### src/rtl/rd_beat_splitter_pkg.sv
// Shared widths, defaults and beat payload layout for the MIG read-beat splitter.
package rd_beat_splitter_pkg;

  localparam int unsigned IN_W        = 256;
  localparam int unsigned OUT_W       = 128;
  localparam int unsigned OB_COUNT_W  = 7;
  localparam int unsigned DEPTH_DEF   = 4;
  localparam int unsigned OB_HIGH_DEF = 120;

  // One MIG beat: lo is emitted first, hi second.
  typedef struct packed {
    logic [OUT_W-1:0] hi;
    logic [OUT_W-1:0] lo;
  } beat_t;

endpackage

### src/rtl/rd_beat_splitter_if.sv
// MIG read-return and output-FIFO write signals seen by the beat splitter.
interface rd_beat_splitter_if;
  import rd_beat_splitter_pkg::*;

  logic                  rd_issue;
  logic                  rd_credit_ok;
  logic [IN_W-1:0]       app_rd_data;
  logic                  app_rd_data_valid;
  logic                  app_rd_data_end;
  logic                  ob_we;
  logic [OUT_W-1:0]      ob_data;
  logic                  ob_full;
  logic [OB_COUNT_W-1:0] ob_count;

  // Environment side: MIG plus output FIFO.
  modport master (
    output rd_issue, app_rd_data, app_rd_data_valid, app_rd_data_end, ob_full, ob_count,
    input  rd_credit_ok, ob_we, ob_data
  );

  // Splitter side.
  modport slave (
    input  rd_issue, app_rd_data, app_rd_data_valid, app_rd_data_end, ob_full, ob_count,
    output rd_credit_ok, ob_we, ob_data
  );

endinterface

### src/rtl/beat_ram.sv
// DEPTH x 256-bit beat store: one synchronous write port, asynchronous read.
module beat_ram
  import rd_beat_splitter_pkg::*;
#(
  parameter int unsigned DEPTH = DEPTH_DEF
) (
  input  logic                     clk,
  input  logic                     we,
  input  logic [$clog2(DEPTH)-1:0] waddr,
  input  beat_t                    wdata,
  input  logic [$clog2(DEPTH)-1:0] raddr,
  output beat_t                    rdata
);

  beat_t mem [DEPTH];

  always_ff @(posedge clk) begin
    if (we) mem[waddr] <= wdata;
  end

  assign rdata = mem[raddr];

endmodule

### src/rtl/rd_beat_splitter.sv
// Buffers 256-bit MIG read beats and emits each as two 128-bit FIFO writes,
// tracking outstanding reads so the issuer never overruns the buffer.
module rd_beat_splitter
  import rd_beat_splitter_pkg::*;
#(
  parameter int unsigned DEPTH   = DEPTH_DEF,
  parameter int unsigned OB_HIGH = OB_HIGH_DEF
) (
  input  logic                   sys_clk,
  input  logic                   rstn,
  rd_beat_splitter_if.slave      bus,
  output logic [$clog2(DEPTH):0] occupancy,
  output logic                   overflow_err,
  output logic                   credit_err
);

  localparam int unsigned AW = $clog2(DEPTH);
  localparam int unsigned CW = AW + 1;
  localparam int unsigned SW = CW + 1;
  localparam logic [CW-1:0] OCC_FULL = CW'(DEPTH);
  localparam logic [CW-1:0] OUT_MAX  = '1;

  logic [AW-1:0] wr_ptr;
  logic [AW-1:0] rd_ptr;
  logic          half;
  logic [CW-1:0] outstanding;
  logic          ob_we_c;
  logic          free_c;
  logic          store_c;
  logic          beat_c;
  beat_t         head;
  logic          unused_end;

  // Beats are always BL8 single-beat returns, so the end marker carries no information.
  assign unused_end = bus.app_rd_data_end;
  assign beat_c     = bus.app_rd_data_valid;

  // A full buffer can still accept a beat when the head is freed on the same edge.
  always_comb begin
    ob_we_c = 1'b0;
    free_c  = 1'b0;
    store_c = 1'b0;
    ob_we_c = (occupancy != '0) && !bus.ob_full && (32'(bus.ob_count) < OB_HIGH);
    free_c  = ob_we_c && half;
    store_c = beat_c && ((occupancy != OCC_FULL) || free_c);
  end

  assign bus.ob_we        = ob_we_c;
  assign bus.ob_data      = half ? head.hi : head.lo;
  assign bus.rd_credit_ok = (SW'(outstanding) + SW'(occupancy)) < SW'(DEPTH);

  beat_ram #(.DEPTH(DEPTH)) u_beat_ram (
    .clk   (sys_clk),
    .we    (store_c),
    .waddr (wr_ptr),
    .wdata (beat_t'(bus.app_rd_data)),
    .raddr (rd_ptr),
    .rdata (head)
  );

  // Buffer pointers, half-select and occupancy.
  always_ff @(posedge sys_clk or negedge rstn) begin
    if (!rstn) begin
      wr_ptr    <= '0;
      rd_ptr    <= '0;
      half      <= 1'b0;
      occupancy <= '0;
    end else begin
      if (store_c) wr_ptr <= wr_ptr + AW'(1);
      if (free_c)  rd_ptr <= rd_ptr + AW'(1);
      if (ob_we_c) half   <= !half;
      if (store_c && !free_c)      occupancy <= occupancy + CW'(1);
      else if (free_c && !store_c) occupancy <= occupancy - CW'(1);
    end
  end

  // Outstanding reads: issue and return in the same cycle cancel out.
  always_ff @(posedge sys_clk or negedge rstn) begin
    if (!rstn) begin
      outstanding <= '0;
    end else if (bus.rd_issue && !beat_c) begin
      if (outstanding != OUT_MAX) outstanding <= outstanding + CW'(1);
    end else if (!bus.rd_issue && beat_c && (outstanding != '0)) begin
      outstanding <= outstanding - CW'(1);
    end
  end

  // Sticky error flags.
  always_ff @(posedge sys_clk or negedge rstn) begin
    if (!rstn) begin
      overflow_err <= 1'b0;
      credit_err   <= 1'b0;
    end else begin
      if (beat_c && !store_c)              overflow_err <= 1'b1;
      if (beat_c && (outstanding == '0))   credit_err   <= 1'b1;
    end
  end

endmodule

### src/flat_wrapper.sv
// flat-port wrapper written by rule: the top's interface ports become plain ports
module rd_beat_splitter_flat import rd_beat_splitter_pkg::*;
#(
  parameter int unsigned DEPTH   = DEPTH_DEF,
  parameter int unsigned OB_HIGH = OB_HIGH_DEF
)
  (sys_clk, rstn, occupancy, overflow_err, credit_err, bus_rd_issue, bus_app_rd_data, bus_app_rd_data_valid, bus_app_rd_data_end, bus_ob_full, bus_ob_count, bus_rd_credit_ok, bus_ob_we, bus_ob_data);
  rd_beat_splitter_if bus_i ();
  input  logic sys_clk;
  input  logic rstn;
  output logic [$clog2(DEPTH):0] occupancy;
  output logic overflow_err;
  output logic credit_err;
  input wire logic [$bits(bus_i.rd_issue)-1:0] bus_rd_issue;
  input wire logic [$bits(bus_i.app_rd_data)-1:0] bus_app_rd_data;
  input wire logic [$bits(bus_i.app_rd_data_valid)-1:0] bus_app_rd_data_valid;
  input wire logic [$bits(bus_i.app_rd_data_end)-1:0] bus_app_rd_data_end;
  input wire logic [$bits(bus_i.ob_full)-1:0] bus_ob_full;
  input wire logic [$bits(bus_i.ob_count)-1:0] bus_ob_count;
  output wire logic [$bits(bus_i.rd_credit_ok)-1:0] bus_rd_credit_ok;
  output wire logic [$bits(bus_i.ob_we)-1:0] bus_ob_we;
  output wire logic [$bits(bus_i.ob_data)-1:0] bus_ob_data;
  assign bus_i.rd_issue = bus_rd_issue;
  assign bus_i.app_rd_data = bus_app_rd_data;
  assign bus_i.app_rd_data_valid = bus_app_rd_data_valid;
  assign bus_i.app_rd_data_end = bus_app_rd_data_end;
  assign bus_i.ob_full = bus_ob_full;
  assign bus_i.ob_count = bus_ob_count;
  assign bus_rd_credit_ok = bus_i.rd_credit_ok;
  assign bus_ob_we = bus_i.ob_we;
  assign bus_ob_data = bus_i.ob_data;
  rd_beat_splitter #(.DEPTH(DEPTH), .OB_HIGH(OB_HIGH)) u_core (.sys_clk(sys_clk), .rstn(rstn), .bus(bus_i), .occupancy(occupancy), .overflow_err(overflow_err), .credit_err(credit_err));
endmodule
### config.mk
export PLATFORM = sky130hd
export DESIGN_NAME = rd_beat_splitter_flat
export DESIGN_NICKNAME = d
export VERILOG_FILES = /design/src/rtl/rd_beat_splitter_pkg.sv /design/src/rtl/rd_beat_splitter_if.sv /design/src/rtl/beat_ram.sv /design/src/rtl/rd_beat_splitter.sv /design/src/flat_wrapper.sv
export SDC_FILE = /design/constraint.sdc
export NUM_CORES = 1
export LEC_CHECK = 0
export CELL_PAD_IN_SITES_DETAIL_PLACEMENT = 1
export CELL_PAD_IN_SITES_GLOBAL_PLACEMENT = 1
export CORE_AREA = 2 2 318 320
export CTS_CLUSTER_SIZE = 30
export DETAILED_ROUTE_END_ITERATION = 16
export DIE_AREA = 0 0 320 322
export PLACE_DENSITY_LB_ADDON = 0.1
export SLEW_MARGIN = 25
export SYNTH_ARGS = -nofsm -noshare
export SYNTH_HDL_FRONTEND = slang
export SYNTH_HIERARCHICAL = 1
export SYNTH_SLANG_ARGS = --single-unit
### constraint.sdc
create_clock -name sys_clk -period 44.3 [get_ports sys_clk]
set_input_delay 8.86 -clock sys_clk [delete_from_list [all_inputs] [get_ports sys_clk]]
set_output_delay 8.86 -clock sys_clk [all_outputs]
set_load 0.005 [all_outputs]
==> qor.csv <==
metric;value;unit
status;complete, no violations;
path_cells;clkdlybuf4s50_1 > a41oi_1 > and2_1 > clkdlybuf4s50_1;
synth_edf_count;1024;
final_layout_size_suffix_gt1_share;27.5;%
cts_tree;done;
cts_resized;0;
dp_hpwl;49800;um
ys.flop_type;edfxtp_1;
remaining_drc_errors;0;
dr.pass1.iters;5;
cp_max_fo;4;
io_pins;404;
nets;2306;
rrSetupSlack;40430;ps
ys_seq_area_share;78.5;%
finalSetupViolCount;0;
skew;15.9;ps
ant_nets;0;
crit_top_cell;clkdlybuf4s50_1;
synthCells;1565;
min_period;19250;ps
cts.sinks;1037;
multi_input_area;0.00774;mm^2
area_growth;22.0;%
clk_pin_slew;50;ps
critPathArrivalTime;10390;ps
rows;116;
grt.overflow.total;0;
postCtsSetupRepairBufs;0;
grt_pass1_vias;19600;
worstMarginPinSlew;1090;ps
core-area;0.0996;mm^2
yosys_warnings;6;
grt_pass1_wl;129000;um
cts.path.max_buffers;3;
synth_top_family_by_area;multiplexers;
synth_compound_area_share;0.297;%
gp_congestion;0.697;
critical_path_depth;4;
maxCapViolCount;0;
viasPerCell;5.13;
synth_xor_area_share;0.199;%
fmax;0.0520;GHz
crit_slowest_cell;clkdlybuf4s50_1;
hold_ws;480;ps
buffer_ports.inserted;399;
dp.cells;3214;
r2r_cells;7;
crit_end;bus_ob_we;
fillers;8764;
cts_buffers;111;
cts_max_level;3;
critPathRequiredTime;35440;ps
drt_iter0_markers;1044;
wl;85400;um
placed_area;0.0447;mm^2
insertion_delay;680;ps
syn_area;0.0396;mm^2
tns;0;ps
fp.dieW;320;um
vias;17600;
layout_commonest_cell;edfxtp_1;
rsz0062_at_grt;no;
critPathKind;in -> out;
cts-hold-fix-buffers;0;
regArea;0.0311;mm^2
routedWlPerCell;25.0;um
synthArstFlopShare;1.25;%
final-max-slew-violation-count;0;
p_leak;0.0154;uW
fp.dieH;322;um
grt_util_all_layers;16.9;%
start_util;39.8;%
cp-start-kind;primary input;
synth_simple_gate_area_share;0.553;%
synthMuxAreaShare;18.3;%
cts_root_buf;clkbuf_16;
reg2reg_to;u_core/u_beat_ram/mem[0][191];
power_density;69.8;mW/mm^2
instances_no_fill;3423;
endpoint_kind;output port;
dieArea;0.103;mm^2
synth_fa_ha_area_share;0.196;%
grt_antenna_before_repair;23;
path_buf_inv;2;
peakVddDrop;0.0390;mV
post_synth_num_cell_types;45;
cpPeakStageDelay;530;ps
grt_max_degree;151;
hold_path.class;reg -> reg;
synth.avg_cell_area;25.3;um^2
stdcell_area;0.0483;mm^2
max-slew-margin-rel;27.4;%
critical_path.top_delay_family;buffers and inverters;
synth_nets;1839;
hold_viol;0;
synth-seq-cells;1037;
fin_crit_sh;43.4;%
most-common-layout-cells;edfxtp_1 (1024), clkdlybuf4s50_1 (399), mux4_2 (256);
r2r-start;u_core/half;
crit_start;bus_ob_count[3];
==> power breakdown <==
part	leakage, uW	switching [uW]	internal, uW
clock	0.00173	365	518
sequential	0.00955	60.0	1330
combinational	0.00408	509	586
total	0.0154	934	2440
==> through the flow <==
stage | setup WS [ps] | util [%] | total power [uW]
6_report | 25050 | 48.5 | 3370
5_1_grt | 24950 | 48.5 | 3540
2_1_floorplan | 15500 | - | 2160
3_3_place_gp | 25040 | 44.9 | 2530
4_1_cts | 25050 | 48.4 | 3440
3_5_place_dp | 25050 | 44.9 | 2540
==> synth_stat cells, drive strengths merged (3+ instances only) <==
| cell type | count | area share [%] |
|---|---|---|
| a21oi | 5 | 0.063 |
| nor2 | 4 | 0.038 |
| xor2 | 3 | 0.066 |
| ha | 3 | 0.095 |
| and3b | 3 | 0.066 |
| inv | 3 | 0.028 |
| nor3b | 4 | 0.076 |
| mux2 | 129 | 3.7 |
| buf | 74 | 1.9 |
| nand2b | 3 | 0.047 |
| mux4 | 256 | 15 |
| edfxtp | 1024 | 78 |
| xnor2 | 6 | 0.13 |
| dfrtp | 13 | 0.82 |
| and3 | 3 | 0.047 |
==> layout make-up <==
| cell class | count | area share (%) |
|---|---|---|
| Tap cell | 1298 | 3.36 |
| Timing Repair Buffer | 430 | 8.97 |
| Inverter | 3 | 0.0233 |
| Sequential cell | 1037 | 64.4 |
| Clock inverter | 59 | 0.979 |
| Multi-Input combinational cell | 449 | 16.0 |
| Clock buffer | 144 | 6.25 |
| Antenna cell | 3 | 0.0155 |
==> per-layer routing <==
metal	track usage (%)	routed length, um	vias up
met2	27.6	42000	390
met1	21.8	35600	9307
li1	-	-	7686
met3	5.56	5960	151
met4	4.12	1640	40
met5	0	238	-
==> state kept, by name, summed over array words and instances, names as in the netlist <==
| signal | count |
|---|---|
| u_core/occupancy | 3 |
| u_core/half | 1 |
| u_core/rd_ptr | 2 |
| u_core/outstanding | 3 |
| u_core/u_beat_ram/mem | 1024 |
| u_core/wr_ptr | 2 |
| u_core/overflow_err | 1 |
| u_core/credit_err | 1 |
==> worst min-delay path by stage <==
stage	depth (start not counted)	to	start
6_report	1	u_core/overflow_err	u_core/overflow_err
3_5_place_dp	1	u_core/overflow_err	u_core/overflow_err
2_1_floorplan	1	u_core/credit_err	u_core/credit_err
3_3_place_gp	1	u_core/overflow_err	u_core/overflow_err
4_1_cts	1	u_core/overflow_err	u_core/overflow_err
5_1_grt	1	u_core/credit_err	u_core/credit_err
==> cell families (layout without fill, tap and decap cells) <==
| group | count (synthesis) | after routing |
|---|---|---|
| XOR/XNOR | 9 | 9 |
| multiplexers | 386 | 386 |
| AND/OR/NAND/NOR | 32 | 32 |
| other | 0 | 3 |
| flip-flops | 1037 | 1037 |
| AO/OA/AOI/OAI | 17 | 17 |
| adder cells (fa/ha/maj) | 5 | 5 |
| buffers and inverters | 79 | 636 |
No activity file was read; power rests on OpenSTA's default activity.
